### src/rtl/dcnn_pkg.sv
// Shared constants, arbiter state encoding and helpers for the DCNN block-DMA path.
package dcnn_pkg;

    localparam int unsigned ADDR_W     = 16;
    localparam int unsigned CNT_W      = 16;
    localparam int unsigned BLOCK_SIZE = 25;
    localparam int unsigned DATA_W     = 16;

    typedef enum logic [1:0] {
        IDLE    = 2'd0,
        ISSUE   = 2'd1,
        DELIVER = 2'd2,
        FINISH  = 2'd3
    } arb_state_t;

    // One-hot requester mask from a requester index.
    function automatic logic [1:0] owner_onehot(input logic owner);
        return owner ? 2'b10 : 2'b01;
    endfunction

endpackage

### src/rtl/rr_pick2.sv
// Two-way round-robin pick.
//   i_req        : request vector
//   i_last_owner : requester served most recently
//   o_winner_c   : chosen requester index (meaningful only when o_any_c)
//   o_any_c      : at least one request present
module rr_pick2 (
    input  logic [1:0] i_req,
    input  logic       i_last_owner,
    output logic       o_winner_c,
    output logic       o_any_c
);

    // On a tie the requester not served last wins; otherwise the lone requester.
    always_comb begin
        o_any_c    = |i_req;
        o_winner_c = i_req[1];
        if (&i_req) begin
            o_winner_c = ~i_last_owner;
        end
    end

endmodule

### src/rtl/dma_block_arbiter.sv
// Shares the block-DMA read port between the image loader (0) and kernel loader (1).
// A grant covers a whole transfer of N consecutive BLOCK_SIZE-word blocks; one DMA
// handshake is issued per block and block-valid pulses are steered to the owner.
//   clk, rst_n                 : clock, synchronous active-low reset
//   req                        : per-requester request level, sampled in IDLE only
//   req_addr0/1, req_blocks0/1 : transfer start address and block count per requester
//   gnt                        : one-hot owner, held for the whole transfer
//   blk_valid, blk_idx         : one-cycle pulse to owner with the 0-based block index
//   done                       : one-cycle pulse to owner at transfer end
//   dma_req, dma_addr, dma_ack : DMA read handshake
module dma_block_arbiter #(
    parameter int unsigned ADDR_W     = 16,
    parameter int unsigned CNT_W      = 16,
    parameter int unsigned BLOCK_SIZE = 25
) (
    input  logic              clk,
    input  logic              rst_n,
    input  logic [1:0]        req,
    input  logic [ADDR_W-1:0] req_addr0,
    input  logic [ADDR_W-1:0] req_addr1,
    input  logic [CNT_W-1:0]  req_blocks0,
    input  logic [CNT_W-1:0]  req_blocks1,
    output logic [1:0]        gnt,
    output logic [1:0]        blk_valid,
    output logic [CNT_W-1:0]  blk_idx,
    output logic [1:0]        done,
    output logic              dma_req,
    output logic [ADDR_W-1:0] dma_addr,
    input  logic              dma_ack
);

    import dcnn_pkg::*;

    arb_state_t        r_state,      w_state_nxt;
    logic              r_last_owner, w_last_owner_nxt;
    logic              r_owner,      w_owner_nxt;
    logic [ADDR_W-1:0] r_cur_addr,   w_cur_addr_nxt;
    logic [CNT_W-1:0]  r_total,      w_total_nxt;
    logic [CNT_W-1:0]  r_cnt,        w_cnt_nxt;
    logic [CNT_W-1:0]  r_blk_idx,    w_blk_idx_nxt;
    logic [1:0]        r_gnt,        w_gnt_nxt;
    logic [1:0]        r_blk_valid,  w_blk_valid_nxt;
    logic [1:0]        r_done,       w_done_nxt;
    logic              r_dma_req,    w_dma_req_nxt;
    logic [CNT_W-1:0]  w_cnt_inc;
    logic              w_winner;
    logic              w_any;

    rr_pick2 u_pick (
        .i_req        (req),
        .i_last_owner (r_last_owner),
        .o_winner_c   (w_winner),
        .o_any_c      (w_any)
    );

    // State and output registers.
    always_ff @(posedge clk) begin
        if (!rst_n) begin
            r_state      <= IDLE;
            r_last_owner <= 1'b1;
            r_owner      <= 1'b0;
            r_cur_addr   <= '0;
            r_total      <= '0;
            r_cnt        <= '0;
            r_blk_idx    <= '0;
            r_gnt        <= '0;
            r_blk_valid  <= '0;
            r_done       <= '0;
            r_dma_req    <= 1'b0;
        end else begin
            r_state      <= w_state_nxt;
            r_last_owner <= w_last_owner_nxt;
            r_owner      <= w_owner_nxt;
            r_cur_addr   <= w_cur_addr_nxt;
            r_total      <= w_total_nxt;
            r_cnt        <= w_cnt_nxt;
            r_blk_idx    <= w_blk_idx_nxt;
            r_gnt        <= w_gnt_nxt;
            r_blk_valid  <= w_blk_valid_nxt;
            r_done       <= w_done_nxt;
            r_dma_req    <= w_dma_req_nxt;
        end
    end

    // Next-state and next-output logic.
    always_comb begin
        w_state_nxt      = r_state;
        w_last_owner_nxt = r_last_owner;
        w_owner_nxt      = r_owner;
        w_cur_addr_nxt   = r_cur_addr;
        w_total_nxt      = r_total;
        w_cnt_nxt        = r_cnt;
        w_blk_idx_nxt    = r_blk_idx;
        w_gnt_nxt        = r_gnt;
        w_dma_req_nxt    = r_dma_req;
        w_blk_valid_nxt  = '0;
        w_done_nxt       = '0;
        w_cnt_inc        = r_cnt + CNT_W'(1);

        case (r_state)
            IDLE: begin
                if (w_any) begin
                    w_owner_nxt    = w_winner;
                    w_gnt_nxt      = owner_onehot(w_winner);
                    w_cur_addr_nxt = w_winner ? req_addr1 : req_addr0;
                    w_total_nxt    = w_winner ? req_blocks1 : req_blocks0;
                    w_cnt_nxt      = '0;
                    w_state_nxt    = (w_total_nxt == '0) ? FINISH : ISSUE;
                end
            end

            // First cycle after grant only raises dma_req; later blocks arrive
            // here with dma_req already raised by DELIVER.
            ISSUE: begin
                if (!r_dma_req) begin
                    w_dma_req_nxt = 1'b1;
                end else if (dma_ack) begin
                    w_dma_req_nxt   = 1'b0;
                    w_blk_valid_nxt = owner_onehot(r_owner);
                    w_blk_idx_nxt   = r_cnt;
                    w_state_nxt     = DELIVER;
                end
            end

            // Exact compare on cnt+1 keeps a full-scale block count legal.
            DELIVER: begin
                w_cnt_nxt      = w_cnt_inc;
                w_cur_addr_nxt = r_cur_addr + ADDR_W'(BLOCK_SIZE);
                if (w_cnt_inc == r_total) begin
                    w_done_nxt  = owner_onehot(r_owner);
                    w_state_nxt = FINISH;
                end else begin
                    w_dma_req_nxt = 1'b1;
                    w_state_nxt   = ISSUE;
                end
            end

            // A zero-length grant arrives with done still low and raises it here.
            FINISH: begin
                if (r_done == '0) begin
                    w_done_nxt = owner_onehot(r_owner);
                end else begin
                    w_gnt_nxt        = '0;
                    w_last_owner_nxt = r_owner;
                    w_state_nxt      = IDLE;
                end
            end

            default: begin
                w_state_nxt = IDLE;
            end
        endcase
    end

    assign gnt       = r_gnt;
    assign blk_valid = r_blk_valid;
    assign blk_idx   = r_blk_idx;
    assign done      = r_done;
    assign dma_req   = r_dma_req;
    assign dma_addr  = r_cur_addr;

endmodule

### config.mk
export PLATFORM = sky130hd
export DESIGN_NAME = dma_block_arbiter
export DESIGN_NICKNAME = d
export VERILOG_FILES = /design/src/rtl/dcnn_pkg.sv /design/src/rtl/rr_pick2.sv /design/src/rtl/dma_block_arbiter.sv
export SDC_FILE = /design/constraint.sdc
export NUM_CORES = 1
export LEC_CHECK = 0
export ABC_AREA = 1
export CAP_MARGIN = 10
export CORE_MARGIN = 5
export CORE_UTILIZATION = 49
export DETAILED_ROUTE_END_ITERATION = 10
export GPL_TIMING_DRIVEN = 0
export HOLD_SLACK_MARGIN = 0.12
export PLACE_DENSITY_LB_ADDON = 0.2
export SYNTH_ARGS = -nofsm -noshare
export SYNTH_HDL_FRONTEND = slang
export SYNTH_SLANG_ARGS = --single-unit
### constraint.sdc
create_clock -name clk -period 2.05 [get_ports clk]
set_input_delay 0.5125 -clock clk [delete_from_list [all_inputs] [get_ports clk]]
set_output_delay 0.5125 -clock clk [all_outputs]
set_load 0.01 [all_outputs]
==> results of run 1 <==
## per-stage QoR
stage	instances	area [µm²]	total power, mW	worst slack, ns	hold slack, ns
after floorplan	646	4143	3.639	0.3097	0.4529
after global placement	858	5345	4.736	-0.5239	0.4562
after detailed placement	858	5345	4.799	-0.5575	0.4551
after CTS	873	5594	6.102	0.0004898	0.4664
after global routing	878	5748	6.656	-0.02659	0.4942
final	878	5748	6.295	0.02198	0.4668
## power by group
group / switching, mW / leakage, nW / internal (mW)
Clock: 0.602 / 0.110 / 0.694
Sequential: 0.377 / 0.617 / 1.82
Combinational: 1.65 / 1.53 / 1.15
## logic make-up after synthesis
logic type               synth area share (%)
XOR/XNOR                               0.6344
AO/OA/AOI/OAI                           20.21
flip-flops                              36.24
adder cells (fa/ha/maj)                0.6040
multiplexers                           0.2416
AND/OR/NAND/NOR                         34.10
buffers and inverters                   7.973
## synthesized netlist by cell type, drive strengths merged (2+ instances only)
master    n
a211oi    3
a21oi    57
a31oi    18
and3      2
buf      13
clkbuf   16
dfxtp    75
ha        2
inv      54
nand2   179
nand3    51
nand3b    3
nand4    11
nor2     68
nor3      6
o21ai    72
o221ai    2
o311ai    2
or2       3
xnor2     2
## registers in the layout (all words and copies together), names as in the netlist, 2 cells and up
name / count
blk_idx: 16
r_cnt: 16
dma_addr: 16
r_state: 2
done: 2
gnt: 2
blk_valid: 2
r_total: 16
## final cells by class
class                      count  area share [%]
inverter                      55           3.592
buffer                        28           2.590
clock buffer                   9           2.155
multi-input combinational    487           42.03
tap                          105           2.286
clock inverter                 7           1.720
sequential                    75           26.34
timing repair buffer         112           19.29
## critical path, stage by stage
cell	delay [ns]
clkdlybuf4s50_1	0.52
nand2_4	0.09
or2_2	0.29
o21ai_1	0.15
nand2_1	0.09
nor2_1	0.10
nand3_1	0.11
nor3_2	0.24
nor2_1	0.08
a21oi_2	0.14
## worst paths after layout
kind / slack, ns / to / startpoint
worst max-delay path: 0.02 / r_state[1] / req[1]
worst max register to register: 0.08 / r_total[4] / r_state[1]
worst min register to register: 0.47 / gnt[1] / gnt[1]
worst min-delay path: 0.47 / gnt[1] / gnt[1]
## what timing repair did
| item | in CTS | in global routing |
|---|---|---|
| gates cloned | 0 | 0 |
| setup buffers | 0 | 5 |
| gates resized for setup | 9 | 45 |
| pin swaps | 1 | 11 |
| endpoints found under the setup margin | 14 | 38 |
## metal layers
| metal | part of all wire (%) | GRT usage [%] |
|---|---|---|
| met1 | 42 | 34.27 |
| met4 | 2.4 | 11.10 |
| met3 | 9.2 | 4.710 |
| met2 | 47 | 43.96 |
| met5 | 0 | 0 |
==> impl_metrics.toml, run 1 <==
[routing]
viasPerCell = 5.567
post_drt_wl_per_cell_um = 15.80
finalWirelength_um = 13870
ant_nets = 0
initialDrtViolationCount = 429
vias = 4888
first_pass_iters = 5
drc_errors = 0

[power]
powerDensity_nw_per_um2 = 1095
p_leak_nw = 2.258
ir_drop_mv = 0.6967

[cells_and_area]
fill_cells = 706
register_area_um2 = 1514
multi_input_area_um2 = 2416
nets = 839
antennaDiodeCount = 0
area_growth_pct = 38.75
final_cell_mix = "nand2_1 (168), clkdlybuf4s50_1 (107), dfxtp_1 (69)"
final_core_util_pct = 69.96
layout_commonest_cell = "nand2_1"
drive_above_1_share_pct = 10.22

[worst_setup_path]
crit_fanout = 8
startpoint_type = "input pin"
crit_required_ns = 2.35
path_class = "input pin to register"
reg2regPathDepth = 7
crit_path_end_kind = "register"
arrival_ns = 2.32

[clocking]
tritoncts = "built"
ctsLongestPathBuffers = 2
numCtsBuffers = 9
clk_pin_slew_ns = 0.08
cts.sinks = 75
htree_levels = 3
ctsHoldBuffers = 0
clkLatencyLatePin_ns = 0.36
root_buffer = "clkbuf_8"

[global_routing]
grt_pass1_vias = 4483
track_usage_pct = 26.57
grt_antenna_before_repair = 0
grt_max_degree = 20
grt-ovfl-total = 0
grt_first_pass_wirelength_um = 21580

[die]
dieWidth_um = 102.0
initial_utilization_pct = 50.42
die_h_um = 102.0
io_pins = 108
num_rows = 33
dieArea_um2 = 10390
core_area_um2 = 8217

[sta]
min_period_ns = 2.028
tightest_slew_ns = 0.6787
timing.final.hold_violations = 0
period_share_pct = 98.93
setup_tns_ns = 0
final_max_slew_viol_count = 0
rsz0062_at_grt = "true"
slew_headroom_pct = 54.75
max_freq_mhz = 493.1
setup_viol = 0
finClkSkew_ns = 0.01051

[yosys]
synth.yosys.warnings = 0
ys_ff_latch = 75
synth_area_leaders = "dfxtp_1 (36%), nand2_1 (16%), o21ai_0 (8.5%)"
yosys.area.top_type = "dfxtp_1"
yosys.cell_types.count = 36
ys_async_sr_fraction_pct = 0
syn_nets = 717
synth-edff-count = 0
ys.flop_type = "dfxtp_1"
synth.avg_cell_area_um2 = 6.413
syn_area_um2 = 4143
yosysTopAreaCellShare_pct = 36.24
netlist_instances = 646
ys_seq_area_share_pct = 36.24

[flow_run]
drv_cap = 0

[placed_design]
dp_hpwl_um = 10650
portBuffers = 107
gp_congestion = 0.9378

[hold_path]
hold_path_depth = 2
min_path_type = "register to register"

[outcome]
status = "finished, final reports clean"
(Power assumes the default switching activity.)
==> inputs of run 2 (changes only) <==
--- a/config.mk
+++ b/config.mk
@@ -7,8 +7,8 @@
 export LEC_CHECK = 0
 export ABC_AREA = 1
 export CAP_MARGIN = 10
-export CORE_MARGIN = 5
-export CORE_UTILIZATION = 49
+export CORE_MARGIN = 1
+export CORE_UTILIZATION = 53
 export DETAILED_ROUTE_END_ITERATION = 10
 export GPL_TIMING_DRIVEN = 0
 export HOLD_SLACK_MARGIN = 0.12
==> constraint.sdc (replaced) <==
create_clock -name clk -period 2.5 [get_ports clk]
set_input_delay 0.625 -clock clk [delete_from_list [all_inputs] [get_ports clk]]
set_output_delay 0.625 -clock clk [all_outputs]
set_load 0.01 [all_outputs]
==> run 2 against run 1 <==
  * Clock-buffer cell count rose by 2
  * Clock skew barely moved
  * Register-to-register slack better by 0.21 ns
  * Core utilization increased by 4.8 points
  * Wire length shrank 0.98%
  * Critical path type unchanged
  * Critical path depth shrank 1
  * Via count is 1.8% higher
  * Sequential cell count stayed put
  * Worst hold slack gained 0.012 ns
  * Combinational power is 22% lower
  * Design area fell by 3.6%
==> impl_metrics.toml, run 2 (same netlist as run 1, synthesis figures left out) <==
[die]
dieWidth_um = 90.41
io_pins = 108
dieArea_um2 = 8174
core_area_um2 = 7408
initial_utilization_pct = 55.92
die_h_um = 90.41
num_rows = 31

[sta]
final_max_slew_viol_count = 0
finClkSkew_ns = 0.01003
period_share_pct = 91.80
timing.final.hold_violations = 0
setup_tns_ns = 0
slew_headroom_pct = 55.96
setup_viol = 0
timing.final.ws_setup_ns = 0.2050
min_period_ns = 2.295
tightest_slew_ns = 0.6606
rsz0062_at_grt = "false"
max_freq_mhz = 435.7

[global_routing]
grt_antenna_before_repair = 0
grt_max_degree = 13
grt_first_pass_wirelength_um = 22510
track_usage_pct = 34.72
grt-ovfl-total = 0
grt_pass1_vias = 4759

[clocking]
clkLatencyLatePin_ns = 0.34
tritoncts = "built"
numCtsBuffers = 9
post_cts_buffers = 0
ctsHoldBuffers = 0
cts.sinks = 75
cts_resized = 0
htree_levels = 3
ctsLongestPathBuffers = 2
root_buffer = "clkbuf_8"
clk_pin_slew_ns = 0.08

[worst_setup_path]
reg2reg_from = "r_cnt[0]"
cp-endpoint = "dma_addr[7]"
reg2reg_to = "dma_req"
reg2reg_slack_ns = 0.29
crit_start = "req[0]"
reg2regPathDepth = 12
path_class = "input pin to register"
arrival_ns = 2.57
startpoint_type = "input pin"
crit_path_end_kind = "register"
crit_required_ns = 2.78
crit_fanout = 10

[cells_and_area]
stdcell_count = 867
final_cell_mix = "nand2_1 (174), clkdlybuf4s50_1 (107), dfxtp_1 (75)"
area_growth_pct = 33.71
layout_commonest_cell = "nand2_1"
drive_above_1_share_pct = 5.990
nets = 835
post-route-cell-area_um2 = 5539
antennaDiodeCount = 0

[routing]
initialDrtViolationCount = 317
first_pass_iters = 5
ant_nets = 0
post_drt_wl_per_cell_um = 15.84
finalWirelength_um = 13730
vias = 4975
drc_errors = 0
viasPerCell = 5.738

[power]
ir_drop_mv = 0.4397
powerDensity_nw_per_um2 = 892.8
p_leak_nw = 2.178

[placed_design]
pre_cts_ws_ns = -0.1077
dp_cells = 852
gp_congestion = 0.9025
portBuffers = 107
placed_area_um2 = 5338
dp_hpwl_um = 10330

[hold_path]
worstHoldStart = "gnt[1]"
min_path_type = "register to register"
hold_path_depth = 2

[flow_run]
drv_cap = 0

[outcome]
status = "finished, final reports clean"
run 2: changes by cell type in the layout (fill, tap and decap cells not counted), sizes merged:
cell,change
clkinvlp,+1
buf,-2
inv,-2
clkinv,-1
bufinv,-1
run 2: power by group:
part           switching, mW  leakage [nW]  internal, mW
registers              0.311         0.614          1.49
logic                   1.30          1.47         0.878
clock network          0.452        0.0974         0.509
total                   2.07          2.18          2.88
run 2: through the flow:
| step | power [mW] | utilization, % | hold WS (ns) |
|---|---|---|---|
| after global placement | 3.849 | 72.05 | 0.4587 |
| final | 4.945 | 74.77 | 0.4789 |
| after global routing | 5.233 | 74.77 | 0.4997 |
| after floorplan | 2.984 | - | 0.4529 |
| after detailed placement | 3.929 | 72.05 | 0.4701 |
| after CTS | 4.879 | 74.77 | 0.4804 |
run 2: routing by layer:
layer | vias up | GRT usage, % | wire length, µm
met2 | 299 | 59.48 | 6400
li1 | 2395 | - | -
met5 | - | 0 | 0
met4 | 0 | 15.99 | 432
met1 | 2238 | 42.54 | 5635
met3 | 43 | 5.640 | 1264
run 2: final cells by class:
class,count,area (µm²)
Buffer,29,123.9
Clock buffer,11,151.4
Clock inverter,4,50.05
Timing Repair Buffer,107,1071
Inverter,55,206.4
Multi-Input combinational cell,487,2311
Fill cell,622,1869
Sequential cell,75,1501
Tap cell,99,123.9
run 2: critical path, stage by stage:
cell	delay (ns)
clkdlybuf4s50_1	0.47
nand2_1	0.05
nand2_1	0.16
buf_2	0.29
clkbuf_1	0.47
nand2_1	0.11
nand3_1	0.11
o311ai_0	0.11
a21oi_1	0.16
run 2: worst min path at each step:
stage / to / slack (ns)
floorplan: r_last_owner / 0.45
global placement: gnt[1] / 0.46
detailed placement: gnt[1] / 0.47
CTS: gnt[1] / 0.48
global route: gnt[1] / 0.50
finish: gnt[1] / 0.48
==> inputs of run 3 (changes only) <==
--- a/config.mk
+++ b/config.mk
@@ -8,11 +8,12 @@
 export ABC_AREA = 1
 export CAP_MARGIN = 10
 export CORE_MARGIN = 1
-export CORE_UTILIZATION = 53
+export CORE_UTILIZATION = 45
 export DETAILED_ROUTE_END_ITERATION = 10
 export GPL_TIMING_DRIVEN = 0
 export HOLD_SLACK_MARGIN = 0.12
 export PLACE_DENSITY_LB_ADDON = 0.2
+export SLEW_MARGIN = 10
 export SYNTH_ARGS = -nofsm -noshare
 export SYNTH_HDL_FRONTEND = slang
 export SYNTH_SLANG_ARGS = --single-unit
==> run 3 against run 2 <==
  * Critical endpoint unchanged
  * Clock-buffer cell count stayed put
  * Combinational power about the same
  * Final cell count rose by 1.0%
  * Sequential cell count stayed put
  * Power shrank 0.60%
  * First-iteration DRC count grew 1.3%
  * Global-route usage fell by 4.6 points
  * Design area barely moved
  * Core utilization fell by 12 points
  * The run now ends with DRC left
  * Worst setup slack worse by 0.015 ns
  * Clock skew rose by 0.0081 ns
==> impl_metrics.toml, run 3 (same netlist as run 1, synthesis figures left out) <==
[worst_setup_path]
crit_cells = 9
startpoint_type = "input pin"
arrival_ns = 2.60
cp_slowest_cell = "clkdlybuf4s50_1"
critPathMaxStageDelay_ns = 0.48
crit_required_ns = 2.79
worst_path_most_repeated_cell = "nand2_1"
reg2regPathDepth = 11
cp_num_buf_inv = 3
path_class = "input pin to register"
crit_chain = "clkdlybuf4s50_1 > nand2_1 > nand2_1 > buf_2 > clkbuf_1 > nand2_1 > nand3_1 > o311ai_0 > a21oi_1"
crit_path_end_kind = "register"
crit_fanout = 10
critical_path.top_delay_family = "buffers and inverters"

[routing]
first_pass_iters = 8
viasPerCell = 5.548
initialDrtViolationCount = 321
ant_nets = 0
drc_errors = 8
vias = 4860
finalWirelength_um = 14120
post_drt_wl_per_cell_um = 16.12

[power]
p_leak_nw = 2.173
p_comb_share_pct = 44.6
p_sw_mw = 2.079
p_clk_share_pct = 18.9
power.internal_mw = 2.836
p_sw_share_pct = 42.30
powerDensity_nw_per_um2 = 887.1
ir_drop_mv = 0.3973
power_mw = 4.916
seq_power_share_pct = 36.6

[die]
dieWidth_um = 97.95
num_rows = 34
initial_utilization_pct = 47.04
die_h_um = 97.95
dieArea_um2 = 9594
io_pins = 108
core_area_um2 = 8806

[global_routing]
grt_pass1_vias = 4717
grt_antenna_before_repair = 0
grt-ovfl-total = 0
track_usage_pct = 30.16
grt_first_pass_wirelength_um = 22740
grt_max_degree = 13

[placed_design]
dp_hpwl_um = 10740
portBuffers = 107
gp_congestion = 0.9562

[clocking]
htree_levels = 3
clk_pin_slew_ns = 0.09
tritoncts = "built"
ctsLongestPathBuffers = 2
clkLatencyLatePin_ns = 0.35
cts.sinks = 75
numCtsBuffers = 9
root_buffer = "clkbuf_8"

[sta]
setup_tns_ns = 0
slew_headroom_pct = 56.32
tightest_slew_ns = 0.6552
setup_viol = 0
timing.final.hold_violations = 0
period_share_pct = 92.42
max_freq_mhz = 432.8
min_period_ns = 2.311
final_max_slew_viol_count = 0
rsz0062_at_grt = "false"
finClkSkew_ns = 0.01815

[hold_path]
min_path_type = "register to register"
hold_path_depth = 2

[cells_and_area]
nets = 835
area_growth_pct = 33.77
fill_cells = 855
layout_commonest_cell = "nand2_1"
drive_above_1_share_pct = 5.990
multi_input_area_um2 = 2317
register_area_um2 = 1501
final_cell_mix = "nand2_1 (174), clkdlybuf4s50_1 (107), dfxtp_1 (75)"
antennaDiodeCount = 0

[outcome]
failed_checks = "DRC"
status = "complete, but fails checks"

[flow_run]
drv_cap = 0
==> run 3: cell count changes in the layout (fill, tap and decap cells not counted), moves of 2 or more <==
cell and change:
clkbuf_8 -2, clkinv_4 +2, clkinvlp_4 -2, clkbuf_1 +2
==> run 3: worst reg2reg max path, delay by kind of cell (launching register included) <==
kind / cells / cell delay [ns]
AO/OA/AOI/OAI: 1 / 0.18
flip-flops: 1 / 0.48
adder cells (fa/ha/maj): 1 / 0.30
AND/OR/NAND/NOR: 9 / 1.22
==> run 3: layout make-up <==
cell class	instances	share of cell area, %
multi-input combinational	487	41.82
sequential	75	27.09
timing repair buffer	107	19.33
inverter	55	3.725
tap	108	2.438
clock buffer	11	2.371
buffer	29	2.280
clock inverter	4	0.9483
==> run 3: metrics by stage <==
stage          hold slack, ns  setup slack [ns]  utilization, %  std cells  instance area [µm²]
3_3_place_gp           0.4546           -0.1320           60.74        861                 5349
2_1_floorplan          0.4529            0.7341               -        646                 4143
6_report               0.4716            0.1895           62.93        876                 5542
5_1_grt                0.5079           0.02785           62.93        876                 5542
4_1_cts                0.4705            0.1332           62.83        876                 5533
3_5_place_dp           0.4612           -0.2221           60.74        861                 5349
==> run 3: worst paths after layout <==
kind	slack, ns	to	from
setup / recovery	0.19	dma_addr[7]	req[0]
hold / removal	0.47	gnt[0]	gnt[0]
setup reg to reg	0.24	done[1]	r_cnt[0]
hold reg to reg	0.47	gnt[0]	gnt[0]
==> run 3: what timing repair did <==
action	4_1_cts	5_1_grt
setup endpoints to repair	0	4
setup buffers	0	0
resized for setup	0	3
hold buffers	0	0
==> run 3: power by group through the flow <==
| stage | clock network [mW] | logic, mW | registers, mW |
|---|---|---|---|
| after global placement | 0 | 2.11 | 1.80 |
| after floorplan | 0 | 1.18 | 1.80 |
| after detailed placement | 0 | 2.14 | 1.81 |
| final | 0.928 | 2.19 | 1.80 |
| after global routing | 0.976 | 2.39 | 1.84 |
| after CTS | 0.920 | 2.15 | 1.79 |
==> run 3: routing by layer <==
layer / wire (µm) / GRT usage (%) / vias to the layer above
met2: 6332 / 49.46 / 222
li1: - / - / 2398
met5: 0 / 0 / -
met1: 6355 / 39.04 / 2212
met4: 291 / 11.77 / 0
met3: 1140 / 5.870 / 28
